$ cat src/rtl/dmg_timer_pkg.sv
// dmg_timer_pkg: shared types and constants for the DMG timer unit.
//   tac_sel_t      : TAC[1:0] divider-tap select (named by the resulting TIMA rate in Hz)
//   ADDR_*         : register offsets inside the FF04-FF07 window
//   RELOAD_DELAY   : clocks from TIMA overflow to the TMA reload / irq
//   reload_state_t : reload FSM states
package dmg_timer_pkg;

  typedef enum logic [1:0] {
    SEL_4096   = 2'd0,  // div[9]
    SEL_262144 = 2'd1,  // div[3]
    SEL_65536  = 2'd2,  // div[5]
    SEL_16384  = 2'd3   // div[7]
  } tac_sel_t;

  localparam logic [1:0] ADDR_DIV  = 2'd0;
  localparam logic [1:0] ADDR_TIMA = 2'd1;
  localparam logic [1:0] ADDR_TMA  = 2'd2;
  localparam logic [1:0] ADDR_TAC  = 2'd3;

  localparam int RELOAD_DELAY = 4;

  typedef enum logic {IDLE, RELOAD} reload_state_t;

endpackage

$ cat src/rtl/dmg_timer_if.sv
// dmg_timer_if: register-window bus of the timer.
//   sel/addr/wr/din : CPU side write/select (master drives)
//   dout            : combinational read data (timer drives)
//   irq             : one-clk timer interrupt request (timer drives)
interface dmg_timer_if;
  logic       sel;
  logic [1:0] addr;
  logic       wr;
  logic [7:0] din;
  logic [7:0] dout;
  logic       irq;

  modport master (output sel, addr, wr, din, input dout, irq);
  modport slave  (input sel, addr, wr, din, output dout, irq);
endinterface

$ cat src/rtl/dmg_timer_div.sv
// dmg_timer_div: free-running 16-bit divider plus the TIMA clock tap mux.
//   clk, nreset : system clock, async active-low reset (div <= DIV_RESET)
//   clr         : clear divider this clock (DIV write)
//   en, tsel    : timer enable / tap select, as they will be after this clock
//   div_hi      : div[15:8] (DIV read value)
//   tick_nxt    : en & tap, evaluated on the divider value after this clock
module dmg_timer_div
  import dmg_timer_pkg::*;
#(
  parameter logic [15:0] DIV_RESET = 16'h0000
) (
  input  logic       clk,
  input  logic       nreset,
  input  logic       clr,
  input  logic       en,
  input  tac_sel_t   tsel,
  output logic [7:0] div_hi,
  output logic       tick_nxt
);

  logic [15:0] div, div_nxt;
  logic        tap;

  assign div_nxt = clr ? 16'h0000 : div + 16'd1;

  // The tap is taken from the next divider value so the falling edge is
  // seen on the same posedge that makes it fall, including a DIV clear.
  always_comb begin
    tap = div_nxt[9];
    case (tsel)
      SEL_4096:   tap = div_nxt[9];
      SEL_262144: tap = div_nxt[3];
      SEL_65536:  tap = div_nxt[5];
      SEL_16384:  tap = div_nxt[7];
      default:    tap = div_nxt[9];
    endcase
  end

  assign tick_nxt = en & tap;
  assign div_hi   = div[15:8];

  always_ff @(posedge clk or negedge nreset) begin
    if (!nreset) div <= DIV_RESET;
    else         div <= div_nxt;
  end

endmodule

$ cat src/rtl/dmg_timer.sv
// dmg_timer: DMG timer unit (DIV, TIMA, TMA, TAC) with timer interrupt.
//   clk    : 4.194304 MHz system clock
//   nreset : async active-low reset
//   bus    : dmg_timer_if.slave (sel/addr/wr/din in, dout/irq out)
// Build option: DMG_TIMER_RELOAD_DELAY_EN selects the 4-clk delayed TMA
// reload with cancel-on-TIMA-write; undefined reloads on the overflow edge.
module dmg_timer
  import dmg_timer_pkg::*;
#(
  parameter logic [15:0] DIV_RESET = 16'h0000
) (
  input  logic        clk,
  input  logic        nreset,
  dmg_timer_if.slave  bus
);

  logic [7:0] tima, tima_nxt, tma, tma_nxt, div_hi, rdata;
  logic [2:0] tac, tac_nxt;
  logic       tick_q, tick_nxt, fall, irq_q, irq_nxt;
  logic       wr_en, wr_div, wr_tima, wr_tma, wr_tac;

  assign wr_en   = bus.sel & bus.wr;
  assign wr_div  = wr_en & (bus.addr == ADDR_DIV);
  assign wr_tima = wr_en & (bus.addr == ADDR_TIMA);
  assign wr_tma  = wr_en & (bus.addr == ADDR_TMA);
  assign wr_tac  = wr_en & (bus.addr == ADDR_TAC);

  assign tac_nxt = wr_tac ? bus.din[2:0] : tac;
  assign tma_nxt = wr_tma ? bus.din : tma;

  dmg_timer_div #(.DIV_RESET(DIV_RESET)) u_div (
    .clk      (clk),
    .nreset   (nreset),
    .clr      (wr_div),
    .en       (tac_nxt[2]),
    .tsel     (tac_sel_t'(tac_nxt[1:0])),
    .div_hi   (div_hi),
    .tick_nxt (tick_nxt)
  );

  // tick is compared against its post-write value, so a DIV clear or a TAC
  // change that drops the tap counts as a falling edge.
  assign fall = tick_q & ~tick_nxt;

`ifdef DMG_TIMER_RELOAD_DELAY_EN
  reload_state_t state, state_nxt;
  logic [2:0]    cnt, cnt_nxt;

  always_comb begin
    state_nxt = state;
    cnt_nxt   = cnt;
    tima_nxt  = tima;
    irq_nxt   = 1'b0;
    if (state == RELOAD && cnt == 3'd1) begin
      // Reload edge: TMA (including a same-cycle write) beats a TIMA write.
      tima_nxt  = tma_nxt;
      irq_nxt   = 1'b1;
      state_nxt = IDLE;
      cnt_nxt   = 3'd0;
    end else if (wr_tima) begin
      // Write beats an increment edge and cancels a pending reload.
      tima_nxt  = bus.din;
      state_nxt = IDLE;
      cnt_nxt   = 3'd0;
    end else begin
      if (state == RELOAD) cnt_nxt = cnt - 3'd1;
      if (fall) begin
        if (tima == 8'hFF) begin
          tima_nxt  = 8'h00;
          state_nxt = RELOAD;
          cnt_nxt   = 3'(RELOAD_DELAY);
        end else begin
          tima_nxt = tima + 8'd1;
        end
      end
    end
  end

  always_ff @(posedge clk or negedge nreset) begin
    if (!nreset) begin
      state <= IDLE;
      cnt   <= 3'd0;
    end else begin
      state <= state_nxt;
      cnt   <= cnt_nxt;
    end
  end
`else
  always_comb begin
    tima_nxt = tima;
    irq_nxt  = 1'b0;
    if (wr_tima) begin
      tima_nxt = bus.din;
    end else if (fall) begin
      if (tima == 8'hFF) begin
        tima_nxt = tma_nxt;
        irq_nxt  = 1'b1;
      end else begin
        tima_nxt = tima + 8'd1;
      end
    end
  end
`endif

  always_ff @(posedge clk or negedge nreset) begin
    if (!nreset) begin
      tima   <= 8'h00;
      tma    <= 8'h00;
      tac    <= 3'd0;
      tick_q <= 1'b0;
      irq_q  <= 1'b0;
    end else begin
      tima   <= tima_nxt;
      tma    <= tma_nxt;
      tac    <= tac_nxt;
      tick_q <= tick_nxt;
      irq_q  <= irq_nxt;
    end
  end

  always_comb begin
    rdata = 8'hFF;
    if (bus.sel) begin
      case (bus.addr)
        ADDR_DIV:  rdata = div_hi;
        ADDR_TIMA: rdata = tima;
        ADDR_TMA:  rdata = tma;
        ADDR_TAC:  rdata = {5'b11111, tac};
        default:   rdata = 8'hFF;
      endcase
    end
  end

  assign bus.dout = rdata;
  assign bus.irq  = irq_q;

endmodule

$ cat src/flat_wrapper.sv
// flat-port wrapper written by rule: the top's interface ports become plain ports
module dmg_timer_flat import dmg_timer_pkg::*;
#(
  parameter logic [15:0] DIV_RESET = 16'h0000
)
  (clk, nreset, bus_sel, bus_addr, bus_wr, bus_din, bus_dout, bus_irq);
  dmg_timer_if bus_i ();
  input  logic clk;
  input  logic nreset;
  input wire logic [$bits(bus_i.sel)-1:0] bus_sel;
  input wire logic [$bits(bus_i.addr)-1:0] bus_addr;
  input wire logic [$bits(bus_i.wr)-1:0] bus_wr;
  input wire logic [$bits(bus_i.din)-1:0] bus_din;
  output wire logic [$bits(bus_i.dout)-1:0] bus_dout;
  output wire logic [$bits(bus_i.irq)-1:0] bus_irq;
  assign bus_i.sel = bus_sel;
  assign bus_i.addr = bus_addr;
  assign bus_i.wr = bus_wr;
  assign bus_i.din = bus_din;
  assign bus_dout = bus_i.dout;
  assign bus_irq = bus_i.irq;
  dmg_timer #(.DIV_RESET(DIV_RESET)) u_core (.clk(clk), .nreset(nreset), .bus(bus_i));
endmodule
$ cat config.mk
export PLATFORM = sky130hd
export DESIGN_NAME = dmg_timer_flat
export DESIGN_NICKNAME = d
export VERILOG_FILES = /design/src/rtl/dmg_timer_pkg.sv /design/src/rtl/dmg_timer_if.sv /design/src/rtl/dmg_timer_div.sv /design/src/rtl/dmg_timer.sv /design/src/flat_wrapper.sv
export SDC_FILE = /design/constraint.sdc
export NUM_CORES = 1
export LEC_CHECK = 0
export ABC_AREA = 1
export BUFFER_PORTS_ARGS = -buffer_cell sky130_fd_sc_hd__buf_2
export CAP_MARGIN = 0
export CORE_UTILIZATION = 53
export DETAILED_ROUTE_END_ITERATION = 6
export PLACE_DENSITY = 0.74
export SLEW_MARGIN = 5
export SYNTH_ARGS = -nofsm -noshare
export SYNTH_HDL_FRONTEND = slang
export SYNTH_SLANG_ARGS = --single-unit
$ cat constraint.sdc
create_clock -name clk -period 1.39 [get_ports clk]
set_input_delay 0.0695 -clock clk [delete_from_list [all_inputs] [get_ports clk]]
set_output_delay 0.0695 -clock clk [all_outputs]
set_load 0.01 [all_outputs]
==> results.sh <==
export IMPL_status="finished, violations left"
export IMPL_violations="negative setup slack"
export IMPL_drive_gt1_share_pct=38.5
export IMPL_cts_htree_levels=2
export IMPL_total_power_mw=4.15
export IMPL_clkTransAtPathRegs_ps=80
export IMPL_synth_cells=285
export IMPL_synth_top_cell_area_share_pct=42.2
export IMPL_hpwl_microns=4040
export IMPL_synth_edf_count=0
export IMPL_grt_max_degree=20
export IMPL_start_util_pct=54.8
export IMPL_ant_nets=0
export IMPL_cp_arrival_ps=1780
export IMPL_syn_area_per_cell_sq_um=7.70
export IMPL_finalWorstSetupSlack_ps=-206
export IMPL_grt_pass1_vias=2035
export IMPL_cp_slowest_cell="dfrtp_1"
export IMPL_min_period_over_period_pct=115
export IMPL_synth_flop_cell="dfrtp_1"
export IMPL_io_pins=23
export IMPL_dieArea_sq_um=4400
export IMPL_period_needed_ps=1600
export IMPL_path_cells="nand2_2, nor2_4, a21oi_1, nor2_1, nand3_1, nand2_1, nand2_2, nand2_4, nand2_4, nand2_1, nand2_1"
export IMPL_drtIter0Drc=131
export IMPL_fmax_ghz=0.627
export IMPL_cp_max_fo=8
export IMPL_hold_path_class="in -> reg"
export IMPL_power_share_switching_pct=37.4
export IMPL_setup_viol=17
export IMPL_synth_most_common_cell="nand2_1"
export IMPL_place_area_sq_um=2600
export IMPL_async_flop_share_pct=100
export IMPL_die_h_microns=66.3
export IMPL_maxCapViolCount=0
export IMPL_antenna_found_initial=0
export IMPL_pre_cts_ws_ps=-248
export IMPL_cp_data_required_time_ps=1570
export IMPL_synthMuxAreaShare_pct=0
export IMPL_synth_xor_area_share_pct=1.20
export IMPL_rows=23
export IMPL_syn_area_sq_um=2190
export IMPL_yosys_warnings=0
export IMPL_wire_per_inst_microns=14.4
export IMPL_max_stage_delay_ps=410
export IMPL_end_kind="register"
export IMPL_power_density_nw_per_um2=1380
export IMPL_viasPerCell=5.36
export IMPL_max_slew_margin_pct=65.2
export IMPL_routed_wl_microns=5890
export IMPL_path_common_cell="nand2_1"
export IMPL_gp_congestion=0.850
export IMPL_core_sq_um=4000
export IMPL_die_x_microns=66.3
export IMPL_vias=2185
export IMPL_overflow=0
export IMPL_n_antenna_cell=0
export IMPL_nets=373
export IMPL_drc=0
export IMPL_dp_cells=383
export IMPL_area_delta_synth_final_pct=37.0
export IMPL_synth_top_family_by_area="simple AND/OR/NAND/NOR gates"
export IMPL_yosys_top_cells_count="nand2_1 (63), inv_1 (42), dfrtp_1 (37)"
export IMPL_synth_distinct_cells=32
export IMPL_synth_area_leader_cell="dfrtp_1"
export IMPL_io_buffers=22
export IMPL_yosys_area_share_simple_pct=29.1
export IMPL_synth_compound_area_share_pct=17.2
export IMPL_clock_skew_ps=4.94
export IMPL_drv_slew=0
export IMPL_globalRouteTotalUtil_pct=28.4
export IMPL_critPathKind="reg -> reg"
export IMPL_critPathLaunchType="register"
export IMPL_rsz0062_at_grt="yes"
export IMPL_clock_sinks=37
export IMPL_stdcell_area_sq_um=3010
export IMPL_yosysSeqAreaShare_pct=42.2
export IMPL_fill_cells=301
export IMPL_synth_seq_cells=37
export IMPL_clkLatencyLatePin_ps=290
export IMPL_synth_nets=301
export IMPL_intPower_mw=2.60
export IMPL_tightest_slew_ps=521
export IMPL_seqPwrFrac_pct=38.0
export IMPL_cts_buffers=5
export IMPL_root_buffer="clkbuf_8"
export IMPL_cts_buffer_depth=2
export IMPL_dr_pass1_iters=4
export IMPL_grt_pass1_wl_microns=9250
export IMPL_cts_tree="built"
export IMPL_hold_viol=0
export IMPL_synthAdderAreaFrac_pct=1.14
export IMPL_clkPwrFrac_pct=18.0
export IMPL_worstPathBufferInverterCount=0
export IMPL_cp_top_family="simple AND/OR/NAND/NOR gates"
export IMPL_switching_power_mw=1.55
export IMPL_final_cells=408
export IMPL_leakage_nw=1.52
export IMPL_ys_top_cells_by_area="dfrtp_1 (42%), nand2_1 (11%), inv_1 (7.2%)"
export IMPL_final_core_util_pct=75.1
export IMPL_peakVddDrop_uv=873
export IMPL_pwr_share_comb_pct=44.0
-- final timing paths --
| check | start | endpoint | slack, ps | cells after the start |
|---|---|---|---|---|
| max in group asynchronous | nreset | u_core.tima[1] | 660 | 3 |
| setup / recovery | u_core.u_div.div[3] | u_core.tima[3] | -210 | 11 |
| hold reg to reg | u_core.u_div.div[15] | u_core.u_div.div[15] | 560 | 2 |
| hold / removal | bus_din[3] | u_core.tma[3] | 30 | 3 |
| min in group asynchronous | nreset | u_core.u_div.div[13] | 260 | 2 |
| setup reg to reg | u_core.u_div.div[3] | u_core.tima[3] | -210 | 11 |
-- logic make-up after synthesis --
group,after synthesis
flip-flops,37
buffers and inverters,50
AO/OA/AOI/OAI,61
XOR/XNOR,3
AND/OR/NAND/NOR,132
adder cells (fa/ha/maj),2
-- registers in the layout, summed over array words and instances, names as in the netlist --
name	cells
u_core.u_div.div	16
u_core.tima	8
u_core.tick_q	1
u_core.tac	3
u_core.tma	8
u_core.bus.irq	1
-- layout make-up --
type                    count  area (sq um)  area share [%]
clock buffers               5          68.8            2.29
clock inverters             3          17.5           0.583
inverters                  46           175            5.83
multi-input cells         198          1230            41.0
flip-flops and latches     37           928            30.9
well taps                  50          62.6            2.08
repair buffers             69           519            17.3
-- tightest hold or removal path: cells and delay by family --
kind            cells  cell delay [ps]
buf+inv             2              160
compound gates      1               60
-- through the flow --
step / TNS, ps / hold WS, ps
2_1_floorplan: -268 / -226
3_3_place_gp: -2020 / 43.5
5_1_grt: -4410 / 42.8
3_5_place_dp: -2450 / 52.2
6_report: -2240 / 32.2
4_1_cts: -2090 / 29.0
-- power by group through the flow --
stage,clock network [mW],logic (mW),registers [mW]
after floorplan,0,0.863,1.54
after global placement,0,1.37,1.53
after detailed placement,0,1.40,1.54
after CTS,0.751,1.66,1.54
after global routing,0.803,2.02,1.59
final,0.748,1.83,1.58
-- cells in the final DEF (no fill, tap or decap), drive strengths merged --
master / instances
nor3b: 1
clkinv: 2
ha: 2
a221oi: 6
nor3: 9
o211ai: 10
dlygate4sd3: 1
nor4: 1
nand3: 21
nor2: 26
a21oi: 14
clkbuf: 5
a22o: 3
nand2: 72
o21bai: 1
inv: 46
xor2: 2
clkinvlp: 1
dfrtp: 37
o21ai: 24
nand4: 2
xnor2: 1
o21a: 3
buf: 68
-- metal layers --
layer	GRT usage, %	vias to the layer above	wire length (microns)
met5	0	-	0
li1	-	1086	-
met2	45.0	44	2830
met1	39.7	1046	2780
met3	5.52	9	189
met4	6.91	0	83
-- what timing repair did --
action	4_1_cts	5_1_grt
resized for setup	26	25
endpoints found under the hold margin	18	0
setup endpoints to repair	23	24
hold buffers	1	0
pin swaps	16	11
buffers inserted	10	8
Power figures use the tool's default switching activity.
